===== config.mk =====
export PLATFORM = sky130hd
export DESIGN_NAME = core_dbg_port
export DESIGN_NICKNAME = d
export VERILOG_FILES = /design/src/rtl/core_dbg_pkg.sv /design/src/rtl/core_dbg_port.sv
export SDC_FILE = /design/constraint.sdc
export NUM_CORES = 1
export LEC_CHECK = 0
export ABC_AREA = 0
export BUFFER_PORTS_ARGS = -buffer_cell sky130_fd_sc_hd__buf_4
export CORE_AREA = 2 2 145 147
export DETAILED_ROUTE_END_ITERATION = 10
export DIE_AREA = 0 0 147 149
export PLACE_DENSITY_LB_ADDON = 0.15
export SKIP_CTS_REPAIR_TIMING = 1
export SYNTH_ARGS = -nofsm -noshare
export SYNTH_HDL_FRONTEND = slang
export SYNTH_SLANG_ARGS = --single-unit

===== constraint.sdc =====
create_clock -name clk -period 5.2 [get_ports clk]
set_clock_uncertainty 0.15 [all_clocks]
set_input_delay 0.52 -clock clk [delete_from_list [all_inputs] [get_ports clk]]
set_output_delay 0.52 -clock clk [all_outputs]
set_load 0.02 [all_outputs]

===== src/rtl/core_dbg_pkg.sv =====
// Shared encodings for the host debug port: command opcodes, FSM states and dump word layout.
// Optional feature macro: CORE_DBG_CHECKSUM_EN (appends an XOR checksum word to the dump).
package core_dbg_pkg;

  localparam logic [1:0] DBG_OP_DUMP    = 2'd0;
  localparam logic [1:0] DBG_OP_WR_GREG = 2'd1;
  localparam logic [1:0] DBG_OP_WR_FREG = 2'd2;
  localparam logic [1:0] DBG_OP_SET_PC  = 2'd3;

  // Word 0 is the PC, then 32 gregs, then 32 fregs.
  localparam logic [6:0] DUMP_WORDS = 7'd65;
  localparam logic [6:0] GREG_BASE  = 7'd1;
  localparam logic [6:0] FREG_BASE  = 7'd33;
  localparam logic [6:0] CSUM_IDX   = 7'd65;

  typedef enum logic [2:0] {
    ST_IDLE,
    ST_WRITE,
    ST_RD_ADDR,
    ST_RD_WAIT,
    ST_SEND
  } dbg_state_t;

endpackage


===== src/rtl/core_dbg_port.sv =====
// Host debug initiator: dumps PC + 64 registers as a word stream, writes one register or forces the PC.
// Optional: CORE_DBG_CHECKSUM_EN appends an XOR checksum word after freg31.
module core_dbg_port
  import core_dbg_pkg::*;
#(
  parameter int RD_LAT  = 1,
  parameter bit SKIP_R0 = 1'b1
) (
  input  logic        clk,
  input  logic        rstn,
  input  logic        cmd_valid,
  output logic        cmd_ready,
  input  logic [1:0]  cmd_op,
  input  logic [4:0]  cmd_idx,
  input  logic [31:0] cmd_data,
  output logic        out_valid,
  input  logic        out_ready,
  output logic [31:0] out_data,
  output logic        out_last,
  output logic        busy,
  output logic        pcenable,
  output logic [31:0] next_pc,
  input  logic [31:0] pc,
  output logic [4:0]  rgreg1,
  output logic [4:0]  rgreg2,
  input  logic [31:0] greg_out1,
  input  logic [31:0] greg_out2,
  output logic        wgenable,
  output logic [4:0]  wgreg,
  output logic [31:0] wgdata,
  output logic [4:0]  rfreg1,
  output logic [4:0]  rfreg2,
  input  logic [31:0] freg_out1,
  input  logic [31:0] freg_out2,
  output logic        wfenable,
  output logic [4:0]  wfreg,
  output logic [31:0] wfdata
);

`ifdef CORE_DBG_CHECKSUM_EN
  localparam logic [6:0] LAST_IDX = CSUM_IDX;
  logic [31:0] csum;
`else
  localparam logic [6:0] LAST_IDX = DUMP_WORDS - 7'd1;
`endif
  localparam logic [1:0] RD_LAT_W = 2'(RD_LAT);

  dbg_state_t  state;
  logic [6:0]  k;
  logic [6:0]  k_nxt;
  logic [1:0]  wcnt;
  logic        rd_freg;
  logic [31:0] rd_data;
  logic        unused_ok;

  assign k_nxt     = k + 7'd1;
  assign rd_data   = rd_freg ? freg_out1 : greg_out1;
  assign cmd_ready = (state == ST_IDLE);
  assign busy      = (state != ST_IDLE);
  assign out_valid = (state == ST_SEND);
  // Port 2 of each register file is owned by us but never needed for a dump.
  assign unused_ok = ^{greg_out2, freg_out2};

  always_ff @(posedge clk) begin
    if (!rstn) begin
      state    <= ST_IDLE;
      k        <= '0;
      wcnt     <= '0;
      rd_freg  <= 1'b0;
      out_data <= '0;
      out_last <= 1'b0;
      pcenable <= 1'b0;
      next_pc  <= '0;
      wgenable <= 1'b0;
      wgreg    <= '0;
      wgdata   <= '0;
      wfenable <= 1'b0;
      wfreg    <= '0;
      wfdata   <= '0;
      rgreg1   <= '0;
      rgreg2   <= '0;
      rfreg1   <= '0;
      rfreg2   <= '0;
`ifdef CORE_DBG_CHECKSUM_EN
      csum     <= '0;
`endif
    end else begin
      // Strobes are single-cycle: set on accept, dropped when WRITE ends.
      pcenable <= 1'b0;
      wgenable <= 1'b0;
      wfenable <= 1'b0;
      case (state)
        ST_IDLE: begin
          if (cmd_valid) begin
            case (cmd_op)
              DBG_OP_DUMP: begin
                state    <= ST_SEND;
                k        <= '0;
                out_data <= pc;
                out_last <= 1'b0;
`ifdef CORE_DBG_CHECKSUM_EN
                csum     <= '0;
`endif
              end
              DBG_OP_WR_GREG: begin
                state    <= ST_WRITE;
                wgenable <= !(SKIP_R0 && (cmd_idx == 5'd0));
                wgreg    <= cmd_idx;
                wgdata   <= cmd_data;
              end
              DBG_OP_WR_FREG: begin
                state    <= ST_WRITE;
                wfenable <= 1'b1;
                wfreg    <= cmd_idx;
                wfdata   <= cmd_data;
              end
              default: begin
                state    <= ST_WRITE;
                pcenable <= 1'b1;
                next_pc  <= cmd_data;
              end
            endcase
          end
        end
        ST_WRITE: state <= ST_IDLE;
        ST_RD_ADDR: begin
          if (RD_LAT == 0) begin
            out_data <= rd_data;
            out_last <= (k == LAST_IDX);
            state    <= ST_SEND;
          end else begin
            wcnt  <= 2'd1;
            state <= ST_RD_WAIT;
          end
        end
        ST_RD_WAIT: begin
          if (wcnt == RD_LAT_W) begin
            out_data <= rd_data;
            out_last <= (k == LAST_IDX);
            state    <= ST_SEND;
          end else begin
            wcnt <= wcnt + 2'd1;
          end
        end
        ST_SEND: begin
          if (out_ready) begin
`ifdef CORE_DBG_CHECKSUM_EN
            csum <= csum ^ out_data;
`endif
            if (k == LAST_IDX) begin
              state    <= ST_IDLE;
              out_last <= 1'b0;
`ifdef CORE_DBG_CHECKSUM_EN
            end else if (k_nxt == CSUM_IDX) begin
              k        <= k_nxt;
              out_data <= csum ^ out_data;
              out_last <= 1'b1;
`endif
            end else begin
              k       <= k_nxt;
              rd_freg <= (k_nxt >= FREG_BASE);
              if (k_nxt < FREG_BASE) begin
                rgreg1 <= 5'(k_nxt - GREG_BASE);
                rgreg2 <= 5'(k_nxt - GREG_BASE);
              end else begin
                rfreg1 <= 5'(k_nxt - FREG_BASE);
                rfreg2 <= 5'(k_nxt - FREG_BASE);
              end
              state <= ST_RD_ADDR;
            end
          end
        end
        default: state <= ST_IDLE;
      endcase
    end
  end

endmodule


==> load_flow_metrics.sql <==
INSERT INTO impl_metrics (metric_group, metric, value, unit) VALUES
('synthesis', 'post-synth-top-area-cell', 'sky130_fd_sc_hd__dfxtp_1', ''),
('timing', 'slew_violations', '0', ''),
('die', 'start_util', '33.46', '%'),
('timing', 'maxClockFrequency', '400.7', 'MHz'),
('die', 'floorplan.core_area', '20560', 'sq um'),
('route', 'routed_wire_length_per_instance', '15.52', 'um'),
('finish', 'nFillCells', '2128', ''),
('pwr', 'total_switching_power', '0.001098', 'W'),
('die', 'fp-row-count', '53', ''),
('pwr', 'share_seq_of_total_power', '40.6', '%'),
('flow_run', 'timing.max_cap.violations', '0', ''),
('place', 'numPortBuffers', '303', ''),
('finish', 'final_cell_area', '9814', 'sq um'),
('clocking', 'cts.clk_slew.worst_paths', '0.07', 'ns'),
('pwr', 'power.share.clock', '36.6', '%'),
('finish', 'layout_commonest_cell', 'sky130_fd_sc_hd__buf_4', ''),
('timing', 'relSlewSlack', '32.64', '%'),
('synthesis', 'net_count_of_the_mapped_netlist', '1065', ''),
('clocking', 'insertion_delay', '0.42', 'ns'),
('pwr', 'comb_power_share', '22.8', '%'),
('worst_setup_path', 'cp.arrival', '2.65', 'ns'),
('place', 'finalWeightedCongestion', '0.7476', ''),
('synthesis', 'synth-edff-count', '0', ''),
('die', 'chipWidth', '147', 'um'),
('timing', 'pnr_worst_setup_slack', '2.705', 'ns'),
('synthesis', 'async_flop_share', '0', '%'),
('synthesis', 'avgSynthCellArea', '8.008', 'sq um'),
('worst_setup_path', 'crit_type', 'flip-flop to flip-flop', ''),
('synthesis', 'synthTopCellsByArea', 'sky130_fd_sc_hd__dfxtp_1 (48%), sky130_fd_sc_hd__nand2_1 (16%), sky130_fd_sc_hd__a21oi_1 (11%)', ''),
('timing', 'minimum_hold_slack', '0.2059', 'ns'),
('timing', 'final-setup-viol-count', '0', ''),
('place', 'place_ws', '2.739', 'ns'),
('synthesis', 'ys_seq_elements', '165', ''),
('finish', 'design.final.nets', '1325', ''),
('grt', 'grt_use_total', '19.43', '%'),
('worst_setup_path', 'r2r_slack', '2.70', 'ns'),
('status', 'run_status', 'finished, final reports clean', ''),
('place', 'detailed_place_hpwl', '14.95', 'mm'),
('clocking', 'cts_sink_cnt', '165', ''),
('finish', 'drive_above_1_share', '32.24', '%'),
('grt', 'grt_first_pass_wirelength', '33.95', 'mm'),
('synthesis', 'synthesis.instances', '859', ''),
('pwr', 'cell_internal_pwr', '0.002379', 'W'),
('grt', 'antenna_found_initial', '0', ''),
('synthesis', 'netlist.area_leader.share', '48.02', '%'),
('timing', 'post_layout_minimum_cycle_time', '2.495', 'ns'),
('synthesis', 'synth-seq-area-share', '48.02', '%'),
('synthesis', 'synth_ff_type', 'sky130_fd_sc_hd__dfxtp_1', ''),
('route', 'routed-via-count', '6707', ''),
('worst_setup_path', 'timing.critical_path.fanout_max', '8', ''),
('grt', 'grt_max_degree', '83', ''),
('timing', 'tightest_slew', '1.008', 'ns'),
('worst_setup_path', 'timing.critical_path.to_type', 'flip-flop', ''),
('route', 'antenna_violating_nets_post_route', '0', ''),
('pwr', 'switching_share', '31.59', '%'),
('synthesis', 'synthDistinctLibCells', '50', ''),
('grt', 'grt.overflow.total', '0', ''),
('clocking', 'clock_tree.htree_level_count', '4', ''),
('route', 'drt_drc_violations_left', '0', ''),
('timing', 'finalHoldViolations', '0', ''),
('place', 'placed_standard_cell_area', '9214', 'sq um'),
('finish', 'final_cells', '1407', ''),
('route', 'drt_pass1_iterations', '5', ''),
('grt', 'number_of_global_route_vias_before_repair', '6300', ''),
('clocking', 'cts.path.max_buffers', '2', ''),
('die', 'io_pins', '368', ''),
('finish', 'antenna_cells', '0', ''),
('finish', 'area.growth.synth_to_final', '42.67', '%'),
('worst_setup_path', 'critical_path_required', '5.36', 'ns'),
('finish', 'mostFrequentLayoutCells', 'sky130_fd_sc_hd__buf_4 (316), sky130_fd_sc_hd__nand2_1 (298), sky130_fd_sc_hd__dfxtp_1 (164)', ''),
('pwr', 'leakagePower', '3.982', 'nW');
[cells by family (layout without fill, tap and decap cells)]
family          Yosys count  count (layout)  share of synthesized area, %
simple gates            356             356                         21.46
mux                      39              39                         5.675
compound gates          207             207                         17.42
flops                   165             165                         48.02
buf+inv                  83             356                         6.111
xor+xnor                  6               6                        0.7641
fa+ha+maj                 3               3                        0.5457
[worst paths after layout]
path,startpoint,end,cells after the start
worst max-delay path,k[0],rgreg2[4],6
worst min-delay path,cmd_data[25],wfdata[25],3
worst max register to register,k[0],rgreg2[4],6
worst min register to register,wgdata[28],wgdata[28],2
[critical path: stages (launching register included)]
cell and delay (ns):
sky130_fd_sc_hd__dfxtp_1 0.49, sky130_fd_sc_hd__ha_1 0.34, sky130_fd_sc_hd__nand3_1 0.19, sky130_fd_sc_hd__o21a_1 0.23, sky130_fd_sc_hd__nor2_1 0.49, sky130_fd_sc_hd__nand3_2 0.31, sky130_fd_sc_hd__mux2i_1 0.19
[Yosys cell counts, types with 2 or more instances]
cell                       instances
sky130_fd_sc_hd__a211oi_1          3
sky130_fd_sc_hd__a21o_1            2
sky130_fd_sc_hd__a21oi_1         149
sky130_fd_sc_hd__a31oi_1           3
sky130_fd_sc_hd__buf_1             2
sky130_fd_sc_hd__buf_2            23
sky130_fd_sc_hd__buf_4            13
sky130_fd_sc_hd__buf_6             4
sky130_fd_sc_hd__clkbuf_1         33
sky130_fd_sc_hd__dfxtp_1         165
sky130_fd_sc_hd__ha_1              3
sky130_fd_sc_hd__inv_1             6
sky130_fd_sc_hd__mux2i_1          39
sky130_fd_sc_hd__nand2_1         298
sky130_fd_sc_hd__nand2b_1          6
sky130_fd_sc_hd__nand3_1           7
sky130_fd_sc_hd__nand3_2           2
sky130_fd_sc_hd__nand4_1           7
sky130_fd_sc_hd__nor2_1           12
sky130_fd_sc_hd__nor3_1            3
sky130_fd_sc_hd__o211ai_1         33
sky130_fd_sc_hd__o21a_1            2
sky130_fd_sc_hd__o21ai_0           5
sky130_fd_sc_hd__o32ai_1           2
sky130_fd_sc_hd__or2_2             2
sky130_fd_sc_hd__or3_1             7
sky130_fd_sc_hd__xnor2_1           3
sky130_fd_sc_hd__xor2_1            3
[through the flow]
stage | power (W) | util, %
6_report | 0.003477 | 47.74
5_1_grt | 0.003648 | 47.74
4_1_cts | 0.003531 | 47.74
3_5_place_dp | 0.002244 | 44.82
3_3_place_gp | 0.002237 | 44.82
2_1_floorplan | 0.001902 | -
[metal layers]
metal	GRT usage (%)	up-vias	routed length, um
li1	-	3391	-
met4	6.442	0	468
met1	24.08	3077	9299
met3	6.514	27	1765
met2	31.97	212	10300
met5	0	-	0
[registers in the layout (all words and copies together) (netlist names)]
register	count
wgreg	5
rd_freg	1
wgdata	32
out_last	1
next_pc	32
out_data	32
state	3
wfreg	5
rgreg2	5
wgenable	1
k	7
pcenable	1
wfdata	32
rfreg2	5
wcnt	2
wfenable	1
[final cells by class]
class	instances	area, sq um	share of cell area (%)
sequential	165	3304	33.67
multi-input combinational	611	3159	32.19
timing repair buffer	316	2372	24.17
clock buffer	18	439.2	4.475
tap	275	344.1	3.506
clock inverter	14	161.4	1.645
inverter	8	33.78	0.3442
[power by group through the flow]
| stage | Combinational, W | Clock [W] | Sequential [W] |
|---|---|---|---|
| after floorplan | 0.000367 | 0 | 0.00154 |
| after global placement | 0.000800 | 0 | 0.00144 |
| after detailed placement | 0.000804 | 0 | 0.00144 |
| after CTS | 0.000804 | 0.00131 | 0.00141 |
| after global routing | 0.000860 | 0.00136 | 0.00143 |
| final | 0.000792 | 0.00127 | 0.00141 |
Note: power is estimated with default switching activity, not from simulation.
